[config.mk]
export PLATFORM = sky130hd
export DESIGN_NAME = conv3x3_stream
export DESIGN_NICKNAME = d
export VERILOG_FILES = /design/src/rtl/conv_pkg.sv /design/src/rtl/line_buffer.sv /design/src/rtl/conv3x3_stream.sv
export SDC_FILE = /design/constraint.sdc
export NUM_CORES = 2
export LEC_CHECK = 0
export CAP_MARGIN = 15
export CORE_MARGIN = 4
export CORE_UTILIZATION = 65
export CTS_CLUSTER_SIZE = 16
export DETAILED_ROUTE_END_ITERATION = 8
export PLACE_DENSITY = 0.94
export SLEW_MARGIN = 20
export SYNTH_ARGS = -nofsm -noshare
export SYNTH_HDL_FRONTEND = slang
export SYNTH_SLANG_ARGS = --single-unit
[constraint.sdc]
create_clock -name clk -period 36.3 [get_ports clk]
set_clock_uncertainty 0.2 [all_clocks]
set_input_delay 3.63 -clock clk [delete_from_list [all_inputs] [get_ports clk]]
set_output_delay 3.63 -clock clk [all_outputs]
set_load 0.02 [all_outputs]
[src/rtl/conv_pkg.sv]
`default_nettype none
// ============================================================================
// Module   : conv_pkg
// Brief    : Shared widths, FSM encoding and result clamp for conv3x3_stream.
// Revision : 1.0
// ============================================================================
package conv_pkg;

    localparam int PIX_W  = 8;
    localparam int W_W    = 8;
    localparam int PROD_W = 17;
    localparam int ACC_W  = 21;
    localparam int N_TAPS = 9;

    typedef enum logic [1:0] {
        ST_IDLE  = 2'd0,
        ST_RUN   = 2'd1,
        ST_DRAIN = 2'd2
    } conv_state_e;

    // Rectify negatives to 0 and saturate anything above 255.
    function automatic logic [PIX_W-1:0] clamp_u8(input logic signed [ACC_W-1:0] v);
        logic [PIX_W-1:0] r;
        if (v[ACC_W-1]) begin
            r = '0;
        end else if (|v[ACC_W-2:PIX_W]) begin
            r = '1;
        end else begin
            r = v[PIX_W-1:0];
        end
        return r;
    endfunction

endpackage
`default_nettype wire

[src/rtl/line_buffer.sv]
`default_nettype none
// ============================================================================
// Module   : line_buffer
// Brief    : Enable-gated pixel delay line, DEPTH beats long (one image row).
// Revision : 1.0
// ============================================================================
module line_buffer
    import conv_pkg::*;
#(
    parameter int DEPTH = 28
) (
    input  logic             clk,
    input  logic             i_en,
    input  logic [PIX_W-1:0] i_din,
    output logic [PIX_W-1:0] o_dout
);

    logic [PIX_W-1:0] r_mem [DEPTH];

    always_ff @(posedge clk) begin
        if (i_en) begin
            r_mem[0] <= i_din;
            for (int i = 1; i < DEPTH; i++) begin
                r_mem[i] <= r_mem[i-1];
            end
        end
    end

    assign o_dout = r_mem[DEPTH-1];

endmodule
`default_nettype wire

[src/rtl/conv3x3_stream.sv]
`default_nettype none
// ============================================================================
// Module   : conv3x3_stream
// Brief    : Raster-stream 3x3 convolution, 2-stage MAC, clamp and pooling En.
// Revision : 1.0
// ============================================================================
module conv3x3_stream
    import conv_pkg::*;
#(
    parameter int IMG_W = 28,
    parameter int IMG_H = 28,
    parameter int SHIFT = 4
) (
    input  logic             clk,
    input  logic             rst_n,
    input  logic             pix_valid,
    input  logic             pix_sof,
    input  logic [PIX_W-1:0] pix,
    input  logic             weight_load,
    input  logic [3:0]       weight_idx,
    input  logic [W_W-1:0]   weight_data,
    output logic [PIX_W-1:0] convResult,
    output logic             conv_valid,
    output logic             En,
    output logic             frame_done,
    output logic             busy
);

    localparam int COL_W = $clog2(IMG_W);
    localparam int ROW_W = $clog2(IMG_H);
    localparam logic [COL_W-1:0] c_COL_LAST = COL_W'(IMG_W - 1);
    localparam logic [ROW_W-1:0] c_ROW_LAST = ROW_W'(IMG_H - 1);

    conv_state_e              r_state;
    logic [COL_W-1:0]         r_col;
    logic [ROW_W-1:0]         r_row;
    logic [COL_W-1:0]         w_col;
    logic [ROW_W-1:0]         w_row;
    logic                     w_accept;
    logic                     w_win_done;
    logic                     w_last;
    logic [PIX_W-1:0]         w_l1;
    logic [PIX_W-1:0]         w_l2;
    logic [PIX_W-1:0]         w_tap [3];
    logic [PIX_W-1:0]         r_wa  [3];
    logic [PIX_W-1:0]         r_wb  [3];
    logic [PIX_W-1:0]         w_win [N_TAPS];
    logic signed [W_W-1:0]    r_weight [N_TAPS];
    logic signed [PROD_W-1:0] r_prod   [N_TAPS];
    logic                     r_v1;
    logic [1:0]               r_oc1;
    logic [1:0]               r_run;
    logic signed [ACC_W-1:0]  w_acc;
    logic signed [ACC_W-1:0]  w_shift;

    // A SOF beat is pixel (0,0) regardless of where the counters stand.
    assign w_accept   = pix_valid && ((r_state == ST_RUN) || (r_state == ST_IDLE && pix_sof));
    assign w_col      = pix_sof ? '0 : r_col;
    assign w_row      = pix_sof ? '0 : r_row;
    assign w_win_done = w_accept && (w_col >= COL_W'(2)) && (w_row >= ROW_W'(2));
    assign w_last     = (w_col == c_COL_LAST) && (w_row == c_ROW_LAST);

    line_buffer #(.DEPTH(IMG_W)) u_lb1 (
        .clk    (clk),
        .i_en   (w_accept),
        .i_din  (pix),
        .o_dout (w_l1)
    );

    line_buffer #(.DEPTH(IMG_W)) u_lb2 (
        .clk    (clk),
        .i_en   (w_accept),
        .i_din  (w_l1),
        .o_dout (w_l2)
    );

    // Window row 0 is the oldest image row; column 2 is the live tap.
    always_comb begin
        w_tap[0] = w_l2;
        w_tap[1] = w_l1;
        w_tap[2] = pix;
        for (int r = 0; r < 3; r++) begin
            w_win[r*3 + 0] = r_wa[r];
            w_win[r*3 + 1] = r_wb[r];
            w_win[r*3 + 2] = w_tap[r];
        end
    end

    always_ff @(posedge clk) begin
        if (w_accept) begin
            for (int r = 0; r < 3; r++) begin
                r_wa[r] <= r_wb[r];
                r_wb[r] <= w_tap[r];
            end
        end
    end

    always_ff @(posedge clk) begin
        if (w_win_done) begin
            for (int k = 0; k < N_TAPS; k++) begin
                r_prod[k] <= PROD_W'(r_weight[k]) * PROD_W'($signed({1'b0, w_win[k]}));
            end
        end
    end

    always_comb begin
        w_acc = '0;
        for (int k = 0; k < N_TAPS; k++) begin
            w_acc = w_acc + ACC_W'(r_prod[k]);
        end
    end

    assign w_shift = w_acc >>> SHIFT;

    always_ff @(posedge clk or negedge rst_n) begin
        if (!rst_n) begin
            for (int k = 0; k < N_TAPS; k++) begin
                r_weight[k] <= (k == 4) ? W_W'(1 << SHIFT) : '0;
            end
        end else if (r_state == ST_IDLE && weight_load) begin
            for (int k = 0; k < N_TAPS; k++) begin
                if (weight_idx == 4'(k)) begin
                    r_weight[k] <= weight_data;
                end
            end
        end
    end

    always_ff @(posedge clk or negedge rst_n) begin
        if (!rst_n) begin
            r_state    <= ST_IDLE;
            r_col      <= '0;
            r_row      <= '0;
            r_v1       <= 1'b0;
            r_oc1      <= '0;
            r_run      <= '0;
            convResult <= '0;
            conv_valid <= 1'b0;
            En         <= 1'b0;
            frame_done <= 1'b0;
            busy       <= 1'b0;
        end else begin
            r_v1 <= w_win_done;
            if (w_win_done) begin
                r_oc1 <= w_col[1:0] - 2'd2;
            end
            conv_valid <= r_v1;
            if (r_v1) begin
                convResult <= clamp_u8(w_shift);
            end
            // r_run is the gap-free result count ending this cycle, saturating at 3.
            En    <= r_v1 && (r_oc1 == 2'd3) && (r_run == 2'd3);
            r_run <= r_v1 ? ((r_run == 2'd3) ? 2'd3 : r_run + 2'd1) : 2'd0;

            if (w_accept) begin
                if (w_last) begin
                    r_col <= '0;
                    r_row <= '0;
                end else if (w_col == c_COL_LAST) begin
                    r_col <= '0;
                    r_row <= w_row + 1'b1;
                end else begin
                    r_col <= w_col + 1'b1;
                    r_row <= w_row;
                end
            end

            frame_done <= 1'b0;
            case (r_state)
                ST_IDLE: begin
                    if (w_accept) begin
                        r_state <= ST_RUN;
                        busy    <= 1'b1;
                    end
                end
                ST_RUN: begin
                    if (w_accept && w_last) begin
                        r_state <= ST_DRAIN;
                    end
                end
                ST_DRAIN: begin
                    // Final window always sits in the product stage here; it emits with frame_done.
                    r_state    <= ST_IDLE;
                    busy       <= 1'b0;
                    frame_done <= 1'b1;
                end
                default: begin
                    r_state <= ST_IDLE;
                    busy    <= 1'b0;
                end
            endcase
        end
    end

endmodule
`default_nettype wire

==> metrics.yaml <==
power_leakage_nw: 21.8
async_flop_share_pct: 14.1
antenna_left: 0
cts_tree: "yes"
yosysWarnings: 0
syn_to_final_growth_pct: 8.79
routed_wl_um: 102000
grt_pass1_vias: 29900
drive_gt1_share_pct: 6.44
slew_headroom_pct: 22.5
syn_inst: 3510
cts_root_buffer: "clkbuf_16"
status: "complete, no violations"
post-route-util_pct: 71.9
synthTopCellsByCount: "inv_1, edfxtp_1, fa_1, ha_1, and2_1"
worstSetupStartpointType: "input port"
postCtsHoldBufs: 0
drt_iter0_drc: 2745
clock_latency_ns: 0.64
via_count: 27500
rsz0062_at_grt: "no"
clockBufferDepth: 3
hpwl_um: 69200
synth_edf_count: 617
avgSynthCellArea_um2: 13.0
ios: 37
num_rows: 96
design_area_mm2: 0.0496
syn_nets: 4398
grt_usage_pct: 28.2
drt-wirelength-per-cell_um: 22.1
place_congestion: 0.924
post-route-drc-count: 0
die_height_um: 273
power_mw: 3.22
via_per_inst: 5.98
critPathRequiredTime_ns: 36.48
hold_viol: 0
cp-end-kind: "register"
clkTransAtPathRegs_ns: 0.06
fin_crit_sh_pct: 22.4
holdPathEnd: "u_lb2.r_mem[1][68]"
arrival_ns: 8.33
synth_seq_cells: 718
worstHoldStart: "u_lb2.r_mem[1][60]"
yosys-top-cells-area: "edfxtp_1, fa_1, ha_1, dfrtp_1, inv_1"
synth_top_area_cell: "edfxtp_1"
yosys.area.top_type_share_pct: 40.6
h-tree-depth: 3
clkSinkCount: 718
drv_cap: 0
nFillCells: 3979
critPathKind: "input port to register"
grt_max_degree: 153
core_mm2: 0.0691
first_pass_iters: 5
worstRegToRegCells: 16
ys_seq_area_share_pct: 46.1
nNetsFinal: 4489
ys_types: 67
synth_flop_cell: "edfxtp_1"
rrSetupSlack_ns: 30.84
synthesis.area_mm2: 0.0456
cts_post_setup_buffers_inserted: 0
fmax_mhz: 123
cts_resized: 0
cts_made_buffers: 74
dpl-instance-area_mm2: 0.0471
ir_drop_uv: 61.8
tns_ns: 0
grt_pass1_wl_um: 162000
start_util_pct: 66.1
holdCritPathClass: "register to register"
cellPowerDensity_mw_per_mm2: 64.8
worst_pin_slew_ns: 1.16
hold_depth: 0
antenna_found_initial: 5
portBuffers: 36
slew_violations: 0
die_area_mm2: 0.0745
setup_viol: 0
reg2reg_from: "u_lb1.r_mem[1][91]"
die_w_um: 273
reg2reg_to: "r_prod[0][101]"
yosysMostFrequentCell: "inv_1"
crit_fanout: 9
overflow: 0
layout_min_cycle_time_ns: 8.15
-- flip-flops by register name (all words and copies together) (netlist names) --
| register | flops |
|---|---|
| En | 1 |
| busy | 1 |
| convResult | 8 |
| conv_valid | 1 |
| frame_done | 1 |
| r_col | 5 |
| r_oc1 | 2 |
| r_prod | 153 |
| r_row | 5 |
| r_run | 2 |
| r_state | 2 |
| r_v1 | 1 |
| r_wa | 15 |
| r_wb | 15 |
| r_weight | 72 |
| u_lb1.r_mem | 210 |
| u_lb2.r_mem | 224 |
-- logic make-up after synthesis --
group	share of synthesized area, %
muxes	1.68
DFF	46.1
buffers and inverters	5.51
adders and majority gates	31.1
and+or+nand+nor	9.64
xor gates and xnor gates	2.32
AOI/OAI and AO/OA	3.57
-- cell usage in the layout, fill, tap and decap left out, types with 39 or more instances in the layout --
master and count:
a21oi_1 78, and2_1 318, clkbuf_16 74, dfrtp_1 100, edfxtp_1 617, fa_1 454
ha_1 409, inv_1 636, mux2_2 68, nand2_1 253, nand2b_1 59, nor2_1 75
o21ai_0 39, xnor2_1 97
-- worst max-delay path, stage by stage --
cell             delay [ns]
clkdlybuf4s50_1        0.58
and2_1                 0.27
fa_1                   0.41
inv_1                  0.08
fa_1                   0.43
fa_1                   0.50
fa_1                   0.49
inv_1                  0.04
ha_1                   0.31
nor2b_1                0.15
o21a_1                 0.19
o21ai_0                0.21
nand2b_1               0.12
a31o_2                 0.28
a41oi_1                0.31
nor2b_1                0.23
xnor2_1                0.09
-- stage by stage --
step | worst slack, ns | hold slack, ns | cells
2_1_floorplan | 16.46 | 0.200 | 3510
3_3_place_gp | 27.80 | 0.200 | 4456
3_5_place_dp | 27.66 | 0.205 | 4456
4_1_cts | 28.22 | 0.206 | 4594
5_1_grt | 27.94 | 0.221 | 4595
6_report | 28.15 | 0.203 | 4597
-- how the worst max path moves through the flow --
stage | from | end | slack [ns]
after floorplan | pix_sof | r_prod[0][0] | 16.46
after global placement | pix[3] | r_prod[0][150] | 27.80
after detailed placement | pix[3] | r_prod[0][150] | 27.66
after CTS | pix[3] | r_prod[0][150] | 28.22
after global routing | pix[3] | r_prod[0][150] | 27.94
final | pix[3] | r_prod[0][150] | 28.15
-- routing by layer --
metal,GRT usage (%),vias up,wire length (um)
met5,0,-,54
met2,46.6,1529,49600
met3,6.59,452,9570
met1,35.0,13800,36500
li1,-,11700,-
met4,14.8,8,6130
-- layout make-up --
type                            instances  area [um^2]  area share [%]
Multi-Input combinational cell       2125        22100            44.4
Sequential cell                       718        21100            42.4
Inverter                              638         2410            4.85
Clock buffer                           82         1900            3.83
Tap cell                              931         1160            2.35
Clock inverter                         56          631            1.27
Timing Repair Buffer                   44          412           0.829
Antenna cell                            3         7.51          0.0151
-- power by group --
group / internal (mW) / switching [mW]
sequential: 1.04 / 0.0760
combinational: 0.562 / 0.756
clock: 0.439 / 0.346
Note: power is estimated with default switching activity, not from simulation.
